File: src/rtl/hazard_pkg.sv
// Shared types and constants for the load-use / branch hazard controller.
package hazard_pkg;

  typedef enum logic {
    HAZ_RUN   = 1'b0,
    HAZ_STALL = 1'b1
  } haz_state_e;

  localparam logic [4:0] REG_X0 = 5'd0;
  localparam int unsigned MAX_LOAD_STALL = 15;

  typedef struct packed {
    logic pc_write;
    logic ifid_write;
    logic ctrl_bubble;
    logic flush_ifid;
    logic flush_idex;
    logic flush_exmem;
  } haz_ctl_t;

  localparam haz_ctl_t CTL_RUN   = haz_ctl_t'(6'b110_000);
  localparam haz_ctl_t CTL_STALL = haz_ctl_t'(6'b001_000);
  localparam haz_ctl_t CTL_FLUSH = haz_ctl_t'(6'b110_111);

  function automatic int unsigned clamp_stall(input int unsigned n);
    if (n < 1)
      return 1;
    else if (n > MAX_LOAD_STALL)
      return MAX_LOAD_STALL;
    else
      return n;
  endfunction

endpackage

File: src/rtl/load_use_detect.sv
// Combinational load-use compare between ID/EX destination and IF/ID sources.
module load_use_detect
  import hazard_pkg::*;
(
  input  logic [4:0] rs1IFID,
  input  logic [4:0] rs2IFID,
  input  logic       uses_rs1IFID,
  input  logic       uses_rs2IFID,
  input  logic [4:0] rdIDEX,
  input  logic       MemReadIDEX,
  output logic       hazard
);

  logic hit_rs1;
  logic hit_rs2;
  logic rd_live;

  assign hit_rs1 = uses_rs1IFID && (rdIDEX == rs1IFID);
  assign hit_rs2 = uses_rs2IFID && (rdIDEX == rs2IFID);
  assign rd_live = (rdIDEX != REG_X0);

  assign hazard = MemReadIDEX && rd_live && (hit_rs1 || hit_rs2);

endmodule

File: src/rtl/hazard_control_unit.sv
// Stall/flush controller: load-use bubbles, taken-branch flushes and
// saturating event counters.
module hazard_control_unit
  import hazard_pkg::*;
#(
  parameter int unsigned LOAD_STALL_CYCLES = 1,
  parameter int unsigned CNT_W             = 16
) (
  input  logic             clk,
  input  logic             rst,
  input  logic [4:0]       rs1IFID,
  input  logic [4:0]       rs2IFID,
  input  logic             uses_rs1IFID,
  input  logic             uses_rs2IFID,
  input  logic [4:0]       rdIDEX,
  input  logic             MemReadIDEX,
  input  logic             branch_takenEXMEM,
  output logic             PCWrite,
  output logic             IFIDWrite,
  output logic             ctrl_bubble,
  output logic             flushIFID,
  output logic             flushIDEX,
  output logic             flushEXMEM,
  output logic [CNT_W-1:0] stall_count,
  output logic [CNT_W-1:0] flush_count
);

  localparam int unsigned LSC = clamp_stall(LOAD_STALL_CYCLES);
  localparam logic [3:0] CNT_RELOAD = 4'(LSC - 1);
  localparam logic [CNT_W-1:0] CNT_ONE = CNT_W'(1);
  localparam logic [CNT_W-1:0] CNT_MAX = '1;

  haz_state_e       state_q, state_d;
  logic [3:0]       cnt_q, cnt_d;
  logic [CNT_W-1:0] stall_cnt_q, stall_cnt_d;
  logic [CNT_W-1:0] flush_cnt_q, flush_cnt_d;

  logic     hazard;
  logic     stall;
  haz_ctl_t ctl;

  load_use_detect u_detect (
    .rs1IFID      (rs1IFID),
    .rs2IFID      (rs2IFID),
    .uses_rs1IFID (uses_rs1IFID),
    .uses_rs2IFID (uses_rs2IFID),
    .rdIDEX       (rdIDEX),
    .MemReadIDEX  (MemReadIDEX),
    .hazard       (hazard)
  );

  // A taken branch wins over both a fresh hazard and an ongoing stall.
  always_comb begin
    ctl     = CTL_RUN;
    state_d = state_q;
    cnt_d   = cnt_q;
    if (rst) begin
      state_d = HAZ_RUN;
      cnt_d   = '0;
    end else begin
      unique case (state_q)
        HAZ_RUN: begin
          if (branch_takenEXMEM) begin
            ctl = CTL_FLUSH;
          end else if (hazard) begin
            ctl = CTL_STALL;
            if (LSC > 1) begin
              state_d = HAZ_STALL;
              cnt_d   = CNT_RELOAD;
            end
          end
        end
        HAZ_STALL: begin
          if (branch_takenEXMEM) begin
            ctl     = CTL_FLUSH;
            state_d = HAZ_RUN;
            cnt_d   = '0;
          end else begin
            ctl   = CTL_STALL;
            cnt_d = cnt_q - 4'd1;
            if (cnt_q == 4'd1)
              state_d = HAZ_RUN;
          end
        end
        default: begin
          state_d = HAZ_RUN;
          cnt_d   = '0;
        end
      endcase
    end
  end

  assign stall = ~ctl.pc_write;

  always_comb begin
    stall_cnt_d = stall_cnt_q;
    flush_cnt_d = flush_cnt_q;
    if (rst) begin
      stall_cnt_d = '0;
      flush_cnt_d = '0;
    end else begin
      if (stall && (stall_cnt_q != CNT_MAX))
        stall_cnt_d = stall_cnt_q + CNT_ONE;
      if (branch_takenEXMEM && (flush_cnt_q != CNT_MAX))
        flush_cnt_d = flush_cnt_q + CNT_ONE;
    end
  end

  always_ff @(posedge clk) begin
    if (rst) begin
      state_q     <= HAZ_RUN;
      cnt_q       <= '0;
      stall_cnt_q <= '0;
      flush_cnt_q <= '0;
    end else begin
      state_q     <= state_d;
      cnt_q       <= cnt_d;
      stall_cnt_q <= stall_cnt_d;
      flush_cnt_q <= flush_cnt_d;
    end
  end

  assign PCWrite     = ctl.pc_write;
  assign IFIDWrite   = ctl.ifid_write;
  assign ctrl_bubble = ctl.ctrl_bubble;
  assign flushIFID   = ctl.flush_ifid;
  assign flushIDEX   = ctl.flush_idex;
  assign flushEXMEM  = ctl.flush_exmem;
  assign stall_count = stall_cnt_q;
  assign flush_count = flush_cnt_q;

endmodule

File: config.mk
export PLATFORM = sky130hd
export DESIGN_NAME = hazard_control_unit
export DESIGN_NICKNAME = d
export VERILOG_FILES = /design/src/rtl/hazard_pkg.sv /design/src/rtl/load_use_detect.sv /design/src/rtl/hazard_control_unit.sv
export SDC_FILE = /design/constraint.sdc
export NUM_CORES = 1
export LEC_CHECK = 0
export CELL_PAD_IN_SITES_DETAIL_PLACEMENT = 1
export CELL_PAD_IN_SITES_GLOBAL_PLACEMENT = 2
export CORE_ASPECT_RATIO = 0.7
export CORE_UTILIZATION = 30
export DETAILED_ROUTE_END_ITERATION = 8
export PLACE_DENSITY_LB_ADDON = 0.1
export SYNTH_ARGS = -nofsm -noshare
export SYNTH_HDL_FRONTEND = slang
export SYNTH_HIERARCHICAL = 1
export SYNTH_SLANG_ARGS = --single-unit
export TNS_END_PERCENT = 1
File: constraint.sdc
create_clock -name clk -period 9.1 [get_ports clk]
set_clock_uncertainty 0.15 [all_clocks]
set_input_delay 2.73 -clock clk [delete_from_list [all_inputs] [get_ports clk]]
set_output_delay 2.73 -clock clk [all_outputs]
set_load 0.005 [all_outputs]
==> summary.md <==
| Metric | Value |
|---|---|
| Min Tclk post-route | 7804 ps |
| Rel. slew slack | 0.4630 |
| Crit Path Class | input port to output pin |
| Nets | 332 |
| I/O pin count | 59 |
| Non-filler instance count after layout | 401 |
| First-pass GRT wire length | a little under 10000 um |
| Post-Place Cells | 394 |
| Hold Path End | stall_count[2] |
| Die Ht | 72.58 um |
| Asr flop ratio synth | 0 |
| Worst r2r src | flush_count[0] |
| Clock latency on the worst-skew pair | 280 ps |
| Syn avg cell area | approximately 8.4 um2 |
| Gr usage total | 0.1703 |
| DP Wirelength | 4387 um |
| RSZ-0062 raised after global routing | false |
| Root buffer cell | clkbuf_8 |
| Number of synthesized flops with an enable pin | 0 |
| Max Cap Viol | 0 |
| Flop2flop setup slack | between 6000 and 7000 ps |
| Worst reg2reg path endpoint | flush_count[10] |
| Fin. max-slew vios | 0 |
| TritonRoute pass-1 iters | 4 |
| Bufs on Longest Clock Path | 2 |
| Layout cell share with drive strength beyond 1 | 0.08469 |
| CP Data Required Time | 6220 ps |
| Outcome | finished, final reports clean |
| Main flop type after synthesis | dfxtp_1 |
| Final hold vios | 0 |
| Critical Path End Type | output pin |
| Worst-path fanout max | 4 |
| Cts hold-fix bufs | 0 |
| Cell Pwr Density | 108.6 nW/um2 |
| Period utilization | 0.8576 |
| Area grow syn2layout | 34.06% |
| Initial Utilization | 0.3130 |
| CTS tree | built |
| GR Overflow Total | 0 |
| Worst hold path type | flip-flop to flip-flop |
| Via count | a little over 2000 |
| # setup viols final | 0 |
| Hold_sp | stall_count[2] |
| YS warnings | 6 |
| Largest net degree at the start of global routing | 45 |
| Vias in the first global route | about 2000 |
| Post-route setup TNS | 0 ps |
| Slew at the pin closest to its max-slew limit | 794.4 ps |
| Vias/cell | approximately 5.1 |
| Number of DRC markers in iteration 0 | 68 |
| Setup bufs post-CTS | 0 |
| Die ar. | 7462 um2 |
| Core area | about 7000 um2 |
| FF-to-FF path depth | 5 |
| Cell Rows | 25 |
| Initial antenna violation count | 0 |
| Wirelength per Cell | 14.91 um |
| Leak | 0.9850 nW |
| Cts repair resizes | 0 |
| DIE WIDTH | slightly above 100 um |
| # diodes | 0 |
| Global placement routability congestion | 0.7352 |
| Startpoint Class | input port |
| Synth unique cells | between 40 and 50 |
| FMAX | 128.1 MHz |
| Routed Wire Length | 5977 um |
| IO buf count | slightly below 60 |
| Post-Syn Nets | 279 |
| H-tree depth | 2 |
| Yosys reg bits | 37 |
| Syn Std Cell Area | between 2000 and 2500 um2 |
| CP arrival | slightly below 5000 ps |
| Peak supply drop | ~0.000058 V |
| Total clock sinks | 37 |
| Clk slew on worst S/H paths | ~70 ps |
| Hold Path Stages | 1 |
| Cts bufs inserted | 5 |
| DRC | 0 |
| Sequential area share after synthesis | 0.3470 |
| Post-DRT Antenna Nets | 0 |
| Gate Count Post-Synth | 254 |
-- cell usage in the layout (no fill, tap or decap), types with 8 or more instances in the layout --
master | Yosys | final
clkdlybuf4s50_1 | 0 | 58
dfxtp_1 | 37 | 37
nor2_1 | 22 | 22
nand2_1 | 15 | 15
nand3_1 | 15 | 15
a21oi_1 | 14 | 14
nor2b_1 | 12 | 12
mux2_2 | 12 | 12
inv_1 | 9 | 9
and3_1 | 8 | 8
nor4_1 | 8 | 8
o21ai_0 | 8 | 8
xor2_1 | 8 | 8
-- how the worst max path moves through the flow --
| stage | startpoint | end | slack [ps] |
|---|---|---|---|
| finish | rdIDEX[1] | ctrl_bubble | 1300 |
| global route | rdIDEX[3] | ctrl_bubble | 1100 |
| CTS | rdIDEX[1] | ctrl_bubble | 1270 |
| detailed placement | rdIDEX[1] | ctrl_bubble | 1270 |
| global placement | rdIDEX[1] | ctrl_bubble | 1320 |
| floorplan | rdIDEX[1] | PCWrite | 2280 |
-- final cells by class --
| type | instances | area, um2 |
|---|---|---|
| fill | 847 | 3958 |
| tap | 94 | 117.6 |
| inverter | 9 | 33.78 |
| clock buffer | 7 | 86.33 |
| sequential | 37 | 740.7 |
| multi-input combinational | 194 | 1287 |
| timing repair buffer | 60 | 595.6 |
-- registers in the layout, indices dropped and copies added, names as in the netlist --
name,cells
cnt_q,4
state_q,1
flush_count,16
stall_count,16
-- worst max-delay path: stages --
cell	delay, ps
clkdlybuf4s50_1	480
or4_1	540
o21ai_1	130
a21oi_1	70
or2_2	320
nand2_1	140
inv_1	80
clkdlybuf4s50_1	440
-- per-stage QoR --
| stage | worst slack [ps] | instance area [um2] | power [W] | utilization | hold slack (ps) |
|---|---|---|---|---|---|
| finish | 1296 | 2861 | 0.0003108 | 0.4196 | 355.8 |
| global route | 1102 | 2861 | 0.0003258 | 0.4196 | 388.0 |
| CTS | 1273 | 2861 | 0.0003169 | 0.4196 | 362.6 |
| detailed placement | 1271 | 2775 | 0.0001958 | 0.4070 | 345.5 |
| global placement | 1322 | 2775 | 0.0001956 | 0.4070 | 329.6 |
| floorplan | 2278 | 2135 | 0.0001794 | - | 321.5 |
-- per-layer routing --
metal,vias up,part of all wire,GRT usage
met2,35,0.43,0.2570
met5,-,0,0
li1,1036,-,-
met4,0,0.0045,0.04225
met1,989,0.53,0.2453
met3,2,0.034,0.03736
-- report_power, final --
group          leakage [nW]  internal, W  switching, W   total, W
Sequential            0.298     0.000163    0.00000129   0.000164
Combinational         0.642    0.0000155     0.0000122  0.0000277
Clock                0.0443    0.0000602     0.0000589   0.000119
Total                 0.985     0.000238     0.0000724   0.000311
-- Yosys cell counts, types with 2 or more instances --
| cell | number | area share |
|---|---|---|
| o21ai_0 | 8 | 0.019 |
| mux2i_1 | 4 | 0.019 |
| o311ai_0 | 3 | 0.012 |
| dfxtp_1 | 37 | 0.35 |
| and4_1 | 2 | 0.0082 |
| a31oi_1 | 2 | 0.0059 |
| nand2b_1 | 2 | 0.0059 |
| nor4_1 | 8 | 0.023 |
| or4_1 | 6 | 0.021 |
| o31ai_1 | 4 | 0.014 |
| buf_4 | 3 | 0.011 |
| nor3_1 | 6 | 0.014 |
| o41ai_1 | 3 | 0.012 |
| and3_1 | 8 | 0.023 |
| clkbuf_1 | 8 | 0.014 |
| a21oi_1 | 14 | 0.033 |
| nor2b_1 | 12 | 0.035 |
| xor2_1 | 8 | 0.033 |
| or2_2 | 2 | 0.0059 |
| nand2_1 | 15 | 0.026 |
| nand3_1 | 15 | 0.035 |
| nand4_1 | 5 | 0.015 |
| xnor2_1 | 2 | 0.0082 |
| or3_1 | 6 | 0.018 |
| a211oi_1 | 5 | 0.018 |
| ha_1 | 4 | 0.023 |
| nor2_1 | 22 | 0.039 |
| mux2_2 | 12 | 0.063 |
| inv_1 | 9 | 0.016 |
-- kinds of logic (layout without fill, tap and decap cells) --
| family | Yosys count | count (layout) | synth area share |
|---|---|---|---|
| adder cells (fa/ha/maj) | 4 | 4 | 0.02345 |
| AND/OR/NAND/NOR | 117 | 117 | 0.3142 |
| AO/OA/AOI/OAI | 47 | 47 | 0.1425 |
| buffers and inverters | 23 | 76 | 0.04982 |
| multiplexers | 16 | 16 | 0.08206 |
| XOR/XNOR | 10 | 10 | 0.04103 |
| flip-flops | 37 | 37 | 0.3470 |
(Power assumes the default switching activity.)
